==> src/rtl/cam_frame_grabber.sv <==
// Camera frame grabber: arms the AL422 FIFO on vsync, captures one frame, reads it
// back with a generated rclk and writes packed 32-bit words to SRAM via req/ack.
module cam_frame_grabber #(
  parameter int unsigned H_RES         = 320,
  parameter int unsigned V_RES         = 240,
  parameter int unsigned BYTES_PER_PIX = 2,
  parameter int unsigned ADDR_W        = 20,
  parameter int unsigned BASE_ADDR     = 0,
  parameter int unsigned DOUBLE_BUF    = 1,
  parameter int unsigned RST_CYC       = 4
) (
  input  logic              clk,
  input  logic              rst,
  input  logic              start,
  input  logic              continuous,
  input  logic              abort,
  input  logic [7:0]        cam_data,
  input  logic              ov_vsync,
  output logic              rclk,
  output logic              fifo_wen,
  output logic              fifo_wrst,
  output logic              fifo_rrst,
  output logic              fifo_oe,
  output logic              wr_req,
  output logic [ADDR_W-1:0] wr_addr,
  output logic [31:0]       wr_data,
  input  logic              wr_ack,
  output logic              busy,
  output logic              frame_done,
  output logic              front_buf,
  output logic [7:0]        frame_cnt
);

  localparam int unsigned FRAME_BYTES = H_RES * V_RES * BYTES_PER_PIX;
  localparam int unsigned FRAME_WORDS = FRAME_BYTES / 4;
  localparam int unsigned WC_W        = $clog2(FRAME_WORDS + 1);
  localparam int unsigned CNT_W       = $clog2(2 * RST_CYC + 1);

  localparam logic [ADDR_W-1:0] BASE0     = ADDR_W'(BASE_ADDR);
  localparam logic [ADDR_W-1:0] BASE1     = ADDR_W'(BASE_ADDR + FRAME_WORDS);
  localparam logic [WC_W-1:0]   LAST_WORD = WC_W'(FRAME_WORDS - 1);
  localparam logic [CNT_W-1:0]  WRST_LAST = CNT_W'(RST_CYC - 1);
  localparam logic [CNT_W-1:0]  RRST_LAST = CNT_W'(2 * RST_CYC - 1);

  localparam logic [2:0] S_IDLE    = 3'd0;
  localparam logic [2:0] S_ARM     = 3'd1;
  localparam logic [2:0] S_WRST    = 3'd2;
  localparam logic [2:0] S_CAPTURE = 3'd3;
  localparam logic [2:0] S_RRST    = 3'd4;
  localparam logic [2:0] S_READ    = 3'd5;
  localparam logic [2:0] S_DONE    = 3'd6;

  logic [2:0]        state_q, state_d;
  logic [CNT_W-1:0]  cnt_q, cnt_d;
  logic [1:0]        bcnt_q, bcnt_d;
  logic [WC_W-1:0]   wcnt_q, wcnt_d;
  logic [23:0]       shift_q, shift_d;
  logic              rclk_q, rclk_d;
  logic              wen_q, wen_d;
  logic              wrst_q, wrst_d;
  logic              rrst_q, rrst_d;
  logic              oe_q, oe_d;
  logic              req_q, req_d;
  logic [ADDR_W-1:0] addr_q, addr_d;
  logic [31:0]       data_q, data_d;
  logic              busy_q, busy_d;
  logic              done_q, done_d;
  logic              front_q, front_d;
  logic [7:0]        fcnt_q, fcnt_d;

  logic              vs_s1_q, vs_s2_q, vs_e_q, vs_rise_q;
  logic [ADDR_W-1:0] back_base;

  // Registered edge detect adds one cycle so the FSM sees vs_rise 3 cycles after the pin.
  always_ff @(posedge clk or negedge rst) begin
    if (!rst) begin
      vs_s1_q   <= 1'b0;
      vs_s2_q   <= 1'b0;
      vs_e_q    <= 1'b0;
      vs_rise_q <= 1'b0;
    end else begin
      vs_s1_q   <= ov_vsync;
      vs_s2_q   <= vs_s1_q;
      vs_e_q    <= vs_s2_q;
      vs_rise_q <= vs_s2_q & ~vs_e_q;
    end
  end

  assign back_base = ((DOUBLE_BUF != 0) && !front_q) ? BASE1 : BASE0;

  always_comb begin
    state_d = state_q;
    cnt_d   = cnt_q;
    bcnt_d  = bcnt_q;
    wcnt_d  = wcnt_q;
    shift_d = shift_q;
    rclk_d  = 1'b0;
    wen_d   = 1'b0;
    wrst_d  = 1'b1;
    rrst_d  = 1'b1;
    oe_d    = 1'b1;
    req_d   = req_q;
    addr_d  = addr_q;
    data_d  = data_q;
    done_d  = 1'b0;
    front_d = front_q;
    fcnt_d  = fcnt_q;

    if (abort) begin
      state_d = S_IDLE;
      req_d   = 1'b0;
    end else begin
      case (state_q)
        S_IDLE: begin
          if (start) state_d = S_ARM;
        end
        S_ARM: begin
          if (vs_rise_q) begin
            state_d = S_WRST;
            cnt_d   = '0;
            wrst_d  = 1'b0;
            wen_d   = 1'b1;
          end
        end
        S_WRST: begin
          wen_d = 1'b1;
          if (cnt_q == WRST_LAST) begin
            state_d = S_CAPTURE;
          end else begin
            cnt_d  = cnt_q + CNT_W'(1);
            wrst_d = 1'b0;
          end
        end
        S_CAPTURE: begin
          if (vs_rise_q) begin
            state_d = S_RRST;
            cnt_d   = '0;
            oe_d    = 1'b0;
            rrst_d  = 1'b0;
            addr_d  = back_base;
          end else begin
            wen_d = 1'b1;
          end
        end
        S_RRST: begin
          oe_d = 1'b0;
          if (cnt_q == RRST_LAST) begin
            state_d = S_READ;
            bcnt_d  = '0;
            wcnt_d  = '0;
            shift_d = '0;
          end else begin
            cnt_d  = cnt_q + CNT_W'(1);
            rrst_d = 1'b0;
            rclk_d = ~rclk_q;
          end
        end
        S_READ: begin
          oe_d = 1'b0;
          if (req_q) begin
            if (wr_ack) begin
              req_d  = 1'b0;
              addr_d = addr_q + ADDR_W'(1);
              wcnt_d = wcnt_q + WC_W'(1);
              if (wcnt_q == LAST_WORD) begin
                state_d = S_DONE;
                oe_d    = 1'b1;
                done_d  = 1'b1;
                fcnt_d  = fcnt_q + 8'd1;
                front_d = (DOUBLE_BUF != 0) ? ~front_q : front_q;
              end
            end
          end else if (!rclk_q) begin
            rclk_d = 1'b1;
          end else begin
            // rclk falls on this edge; the byte presented since the rising edge is taken now.
            shift_d = {cam_data, shift_q[23:8]};
            bcnt_d  = bcnt_q + 2'd1;
            if (bcnt_q == 2'd3) begin
              data_d = {cam_data, shift_q};
              req_d  = 1'b1;
            end
          end
        end
        S_DONE: begin
          state_d = continuous ? S_ARM : S_IDLE;
        end
        default: begin
          state_d = S_IDLE;
          req_d   = 1'b0;
        end
      endcase
    end

    busy_d = (state_d != S_IDLE);
  end

  always_ff @(posedge clk or negedge rst) begin
    if (!rst) begin
      state_q <= S_IDLE;
      cnt_q   <= '0;
      bcnt_q  <= '0;
      wcnt_q  <= '0;
      shift_q <= '0;
      rclk_q  <= 1'b0;
      wen_q   <= 1'b0;
      wrst_q  <= 1'b1;
      rrst_q  <= 1'b1;
      oe_q    <= 1'b1;
      req_q   <= 1'b0;
      addr_q  <= BASE0;
      data_q  <= '0;
      busy_q  <= 1'b0;
      done_q  <= 1'b0;
      front_q <= 1'b0;
      fcnt_q  <= '0;
    end else begin
      state_q <= state_d;
      cnt_q   <= cnt_d;
      bcnt_q  <= bcnt_d;
      wcnt_q  <= wcnt_d;
      shift_q <= shift_d;
      rclk_q  <= rclk_d;
      wen_q   <= wen_d;
      wrst_q  <= wrst_d;
      rrst_q  <= rrst_d;
      oe_q    <= oe_d;
      req_q   <= req_d;
      addr_q  <= addr_d;
      data_q  <= data_d;
      busy_q  <= busy_d;
      done_q  <= done_d;
      front_q <= front_d;
      fcnt_q  <= fcnt_d;
    end
  end

  assign rclk       = rclk_q;
  assign fifo_wen   = wen_q;
  assign fifo_wrst  = wrst_q;
  assign fifo_rrst  = rrst_q;
  assign fifo_oe    = oe_q;
  assign wr_req     = req_q;
  assign wr_addr    = addr_q;
  assign wr_data    = data_q;
  assign busy       = busy_q;
  assign frame_done = done_q;
  assign front_buf  = front_q;
  assign frame_cnt  = fcnt_q;

endmodule
==> config.mk <==
export PLATFORM = sky130hd
export DESIGN_NAME = cam_frame_grabber
export DESIGN_NICKNAME = d
export VERILOG_FILES = /design/src/rtl/cam_frame_grabber.sv
export SDC_FILE = /design/constraint.sdc
export NUM_CORES = 1
export LEC_CHECK = 0
export CAP_MARGIN = 20
export CELL_PAD_IN_SITES_DETAIL_PLACEMENT = 0
export CELL_PAD_IN_SITES_GLOBAL_PLACEMENT = 2
export CORE_ASPECT_RATIO = 0.8
export CORE_MARGIN = 2
export CORE_UTILIZATION = 30
export DETAILED_ROUTE_END_ITERATION = 12
export GPL_TIMING_DRIVEN = 0
export HOLD_SLACK_MARGIN = 0.15
export PLACE_DENSITY_LB_ADDON = 0.1
export SLEW_MARGIN = 5
export SYNTH_ARGS = -nofsm -noshare
export SYNTH_HDL_FRONTEND = slang
export SYNTH_SLANG_ARGS = --single-unit
==> constraint.sdc <==
create_clock -name clk -period 4.1 [get_ports clk]
set_input_delay 1.025 -clock clk [delete_from_list [all_inputs] [get_ports clk]]
set_output_delay 1.025 -clock clk [all_outputs]
set_load 0.02 [all_outputs]
# After elaboration in Yosys (flattened, before gate mapping)
# Index checks and enable logic that the tools add are counted.
# op_classes
shift,0
n_mux,60
n_reduce_logical,13
mul,0
order_cmp,0
bitwise_logic,6
n_addsub,5
div_mod_pow,0
eq_ne,20
# ops
operator,count
two-way mux 24 bit,3
two-way mux 16 bit,4
two-way mux 20 bit,3
case mux 24 bit (2 select lines),1
case mux 20 bit (2 select lines),1
case mux 16 bit (2 select lines),1
AND reduction 5 bit,6
two-way mux 3 bit,9
two-way mux 1 bit,23
case mux 3 bit (7 select lines),1
"adder 20 x 1 -> 20 bit, second input constant",1
"adder 16 x 1 -> 16 bit, second input constant",1
"equality test 16 bit, second input constant",1
"!= test 2 bit, second input constant",8
two-way mux 4 bit,3
case mux 4 bit (3 select lines),1
"equality test 3 bit, second input constant",3
"adder 8 x 1 -> 8 bit, second input constant",1
case mux 1 bit (2 select lines),4
"equality test 3 x 2 -> 1 bit, second input constant",2
two-way mux 2 bit,3
case mux 1 bit (3 select lines),2
nonzero test 3 bit,2
OR reduction 6 bit,1
13 further kinds,19
# totals
output_inout_bits,69
latchBits,0
in_bits,15
register_bits,122
wordCells,125
ramBits,0
memories,0
romBits,0

# Logic depth before layout (Yosys ltp)
# Gate-level depths: netlist (run 1).
# logic_depth
depth_word,7
depth_mapped,7
mapped_depth_nobuf,5

# Least setup slack after synthesis (run 1)
# No wires, ideal clock.
# synth_path
path_type,input -> register
from,input port abort
to,register wcnt_q[11]
required_ns,4.023
arrival_ns,2.336
n_path_buf,2
stages,6
setup_ns,0.077
setup_slack_ns,1.686
cell_sequence,buf_2 nor3b_4 o211ai_4 buf_6 or4_1 a21oi_1
# synth_via
elab_chain_cells,2
# synth_rtl
item,line_no,source
start: declaration,16,"input logic abort,"
NOT 1 bit (no line),n/a,
AND reduction 5 bit (no line),n/a,
end signal: assignment,221,wcnt_q <= wcnt_d;
end: declaration,56,"logic [WC_W-1:0] wcnt_q, wcnt_d;"
# No other way between the ends.
# A chain may end at the register's enable or synchronous reset.

# Worst setup path after layout (run 1)
# layout_path
from,input port wr_ack
to,register fcnt_q[1] (netlist: frame_cnt[1])
# layout_via
elab_chain_cells,1
# layout_rtl
item,line_no,source
start: declaration,27,"input logic wr_ack,"
AND reduction 5 bit (no line),n/a,
end signal: assignment,234,fcnt_q <= fcnt_d;
end: declaration,69,"logic [7:0] fcnt_q, fcnt_d;"
# No other way between the ends.

==> flow_metrics.tcl, run 1 <==
set metrics [dict create \
    p_per_area_nw_per_um2 394 \
    ys.flop_type "dfrtp_1" \
    tightest_slew_ns 0.706 \
    wire_per_inst_um 16.8 \
    leakage_nw 3.16 \
    final_nets 656 \
    post_dp_cell_area_um2 6930 \
    fp.dieH_um 128 \
    r2r_end "shift_q[22]" \
    min_period_ns 2.66 \
    top_layer_used "met4" \
    worstPathMaxFanout 8 \
    num_rows 45 \
    holdBufCountCts 0 \
    arrival_ns 2.96 \
    dr.pass1.iters 4 \
    clkLatencyLatePin_ns 0.42 \
    grt-ovfl-total 0 \
    vdd_drop_max_mv 0.240 \
    async_flop_share_pct 100 \
    crit_path_end_kind "flop" \
    cap_viol_max_count 0 \
    syn-cell-area_um2 5750 \
    vias_per_cell 4.91 \
    cts_tree "built" \
    track_usage_pct 15.7 \
    route.met2.wl_um 6670 \
    yosysMostFrequentCell "dfrtp_1" \
    antenna_found_initial 0 \
    slew_headroom_pct 52.9 \
    cts_num_sinks 122 \
    chipWidth_um 159 \
    design.core.area_um2 18900 \
    whs_endpoint "vs_s2_q" \
    start_util_pct 30.5 \
    dr_wl_met3_um 801 \
    avgSynthCellArea_um2 10.8 \
    ys_types 64 \
    synth_edf_count 0 \
    status "completed" \
    cts.path.max_buffers 2 \
    drc 0 \
    multi_input_area_um2 2530 \
    critPathRequiredTime_ns 4.40 \
    clkTransAtPathRegs_ns 0.06 \
    drive_above_1_share_pct 16.9 \
    ioPinCount 84 \
    critPathLaunchType "primary input" \
    reg2reg_depth 6 \
    synth_commonest_cells "119 x dfrtp_1, 80 x nand2_1, 38 x o21ai_0" \
    place_congestion 0.764 \
    grt_pass1_vias 4525 \
    hold_path.class "flop to flop" \
    ys_ff_latch 122 \
    grt_pass1_wl_um 25200 \
    ys.warnings.count 0 \
    hp-start "vs_s1_q" \
    dp_hpwl_um 10700 \
    syn_nets 554 \
    io_buffers 82 \
    nFillCells 1823 \
    hold_viol 0 \
    ff2ff_setup_slack_ns 1.82 \
    dr_total_vias 4453 \
    post_cts_resized 0 \
    drt_iter0_drc 205 \
    cts_buffers 17 \
    cts_htree_levels 4 \
    area.growth.synth_to_final_pct 30.1 \
    cts_setup_buffers 0 \
    finalWirelength_um 15200 \
    fin_skew_ns 0.0106 \
    r2r-start "cnt_q[0]" \
    dieArea_um2 20300 \
    hold_depth 0 \
    seq_area_frac_synth_pct 53.1 \
    path_class "primary input to flop" \
    final_util_pct 39.7 \
    netlist_instances 534 \
    final.period_utilization_pct 65.0 \
    setup_viol 0 \
    m1WireLength_um 7630 \
    max_freq_ghz 0.375 \
    cts_root_buffer "clkbuf_16" \
    synthTopCellsByArea "dfrtp_1 52%, mux2_2 6.7%, nand2_1 5.2%, o21ai_0 3.3%, nor4_2 2.2%" \
    seq_area_um2 3060 \
    rsz0062_at_grt "false" \
    grt_start_max_net_pins 74 \
    antenna_cells 0 \
    drv_slew 0 \
    antenna_left 0 \
    synth_top_area_share_pct 51.8 \
    yosys.area.top_type "dfrtp_1" \
    final_area_um2 7490 \
]
## final cells by class
| cell class | count | share of cell area (%) |
|---|---|---|
| plain buffers | 29 | 1.85 |
| clock buffers | 19 | 6.05 |
| clock inverters | 13 | 1.45 |
| inverters | 8 | 0.401 |
| multi-input cells | 375 | 33.8 |
| flip-flops and latches | 122 | 40.8 |
| well taps | 258 | 4.31 |
| repair buffers | 83 | 11.3 |
## worst max-delay path by stage
stage / from / to / slack [ns] / cells past startpoint
detailed placement: wr_ack / frame_cnt[1] / 1.0 / 5
global placement: rst / wr_addr[2] / -3.08 / 1
floorplan: abort / wcnt_q[11] / 1.69 / 6
CTS: wr_ack / frame_cnt[1] / 1.44 / 5
global route: wr_ack / frame_cnt[1] / 1.30 / 5
finish: wr_ack / frame_cnt[1] / 1.44 / 5
## cell families (layout without fill, tap and decap cells)
kind of cell	Yosys count	in the layout	synth area share [%]
buf+inv	37	152	2.94
compound gates	100	100	11.5
simple gates	214	214	21.0
fa+ha+maj	5	5	1.09
flops	122	122	53.1
xor+xnor	11	11	1.67
mux	45	45	8.59
## placed cells by master (no fill, tap or decap), types with 7 or more instances in the layout
master	netlist	layout
a21oi_1	16	16
and4_1	9	9
buf_2	11	11
clkbuf_1	13	13
clkbuf_16	0	17
clkdlybuf4s50_1	0	81
dfrtp_1	119	119
inv_1	8	8
mux2_2	34	34
mux2i_1	10	10
nand2_1	80	80
nand2b_1	14	14
nand3_1	18	18
nand4_1	10	10
nor2_1	16	16
nor3_1	11	11
nor4_2	10	10
o21ai_0	38	38
o31ai_1	7	7
or4_1	9	9
xor2_1	9	9
## power breakdown
| part | internal (mW) | switching (mW) |
|---|---|---|
| logic | 0.107 | 0.128 |
| registers | 1.24 | 0.0482 |
| clock network | 0.817 | 0.602 |
## layer usage
layer | global-route usage, % | up-vias
li1 | - | 2146
met1 | 22.4 | 2201
met2 | 23.3 | 95
met3 | 5.27 | 11
met4 | 3.35 | 0
met5 | 0 | -
## per-stage QoR
step	std cells	hold WS [ns]	worst slack (ns)	TNS (ns)	power [mW]
after floorplan	534	0.331	1.69	0	1.43
after global placement	874	0.340	-3.08	-369.11	1.54
after detailed placement	875	0.356	0.999	0	1.55
after CTS	907	0.368	1.44	0	2.99
after global routing	907	0.375	1.30	0	3.07
final	907	0.365	1.44	0	2.95
## sequential cells by signal, summed over array words and instances, names as in the netlist, 2 cells and up
name,cells
wr_data,32
state_q,3
shift_q,24
wr_addr,20
wcnt_q,16
bcnt_q,2
frame_cnt,8
cnt_q,4
## worst max-delay path: stages
cell and delay (ns):
clkdlybuf4s50_1 0.57, and4_1 0.22, nand4_1 0.34, nor2_1 0.43
mux2_2 0.38
Note: power is estimated with default switching activity, not from simulation.
==> inputs of run 2 (changes only) <==
==> constraint.sdc (replaced) <==
create_clock -name clk -period 2.7 [get_ports clk]
set_input_delay 0.675 -clock clk [delete_from_list [all_inputs] [get_ports clk]]
set_output_delay 0.675 -clock clk [all_outputs]
set_load 0.02 [all_outputs]
==> results of run 2 <==
The final DEF is identical to that of run 1. Status: completed.
Among the figures that moved: setup slack after placement 0.999 ns -> -0.0508 ns; setup slack after layout 1.44 ns -> 0.386 ns; hold slack 0.365 ns -> 0.280 ns; register-to-register setup slack 1.82 ns -> 0.42 ns; total power 2.95 mW -> 4.48 mW; worst IR drop on VDD 0.240 mV -> 0.365 mV
==> inputs of run 3 (changes only) <==
--- a/config.mk
+++ b/config.mk
@@ -12,8 +12,8 @@
 export CORE_MARGIN = 2
 export CORE_UTILIZATION = 30
 export DETAILED_ROUTE_END_ITERATION = 12
+export GPL_ROUTABILITY_DRIVEN = 1
 export GPL_TIMING_DRIVEN = 0
-export HOLD_SLACK_MARGIN = 0.15
 export PLACE_DENSITY_LB_ADDON = 0.1
 export SLEW_MARGIN = 5
 export SYNTH_ARGS = -nofsm -noshare
==> results of run 3 <==
The final DEF is identical to that of run 1. Status: completed.
Among the figures that moved: setup slack after placement 0.999 ns -> -0.0508 ns; setup slack after layout 1.44 ns -> 0.386 ns; hold slack 0.365 ns -> 0.280 ns; register-to-register setup slack 1.82 ns -> 0.42 ns; total power 2.95 mW -> 4.48 mW; worst IR drop on VDD 0.240 mV -> 0.365 mV
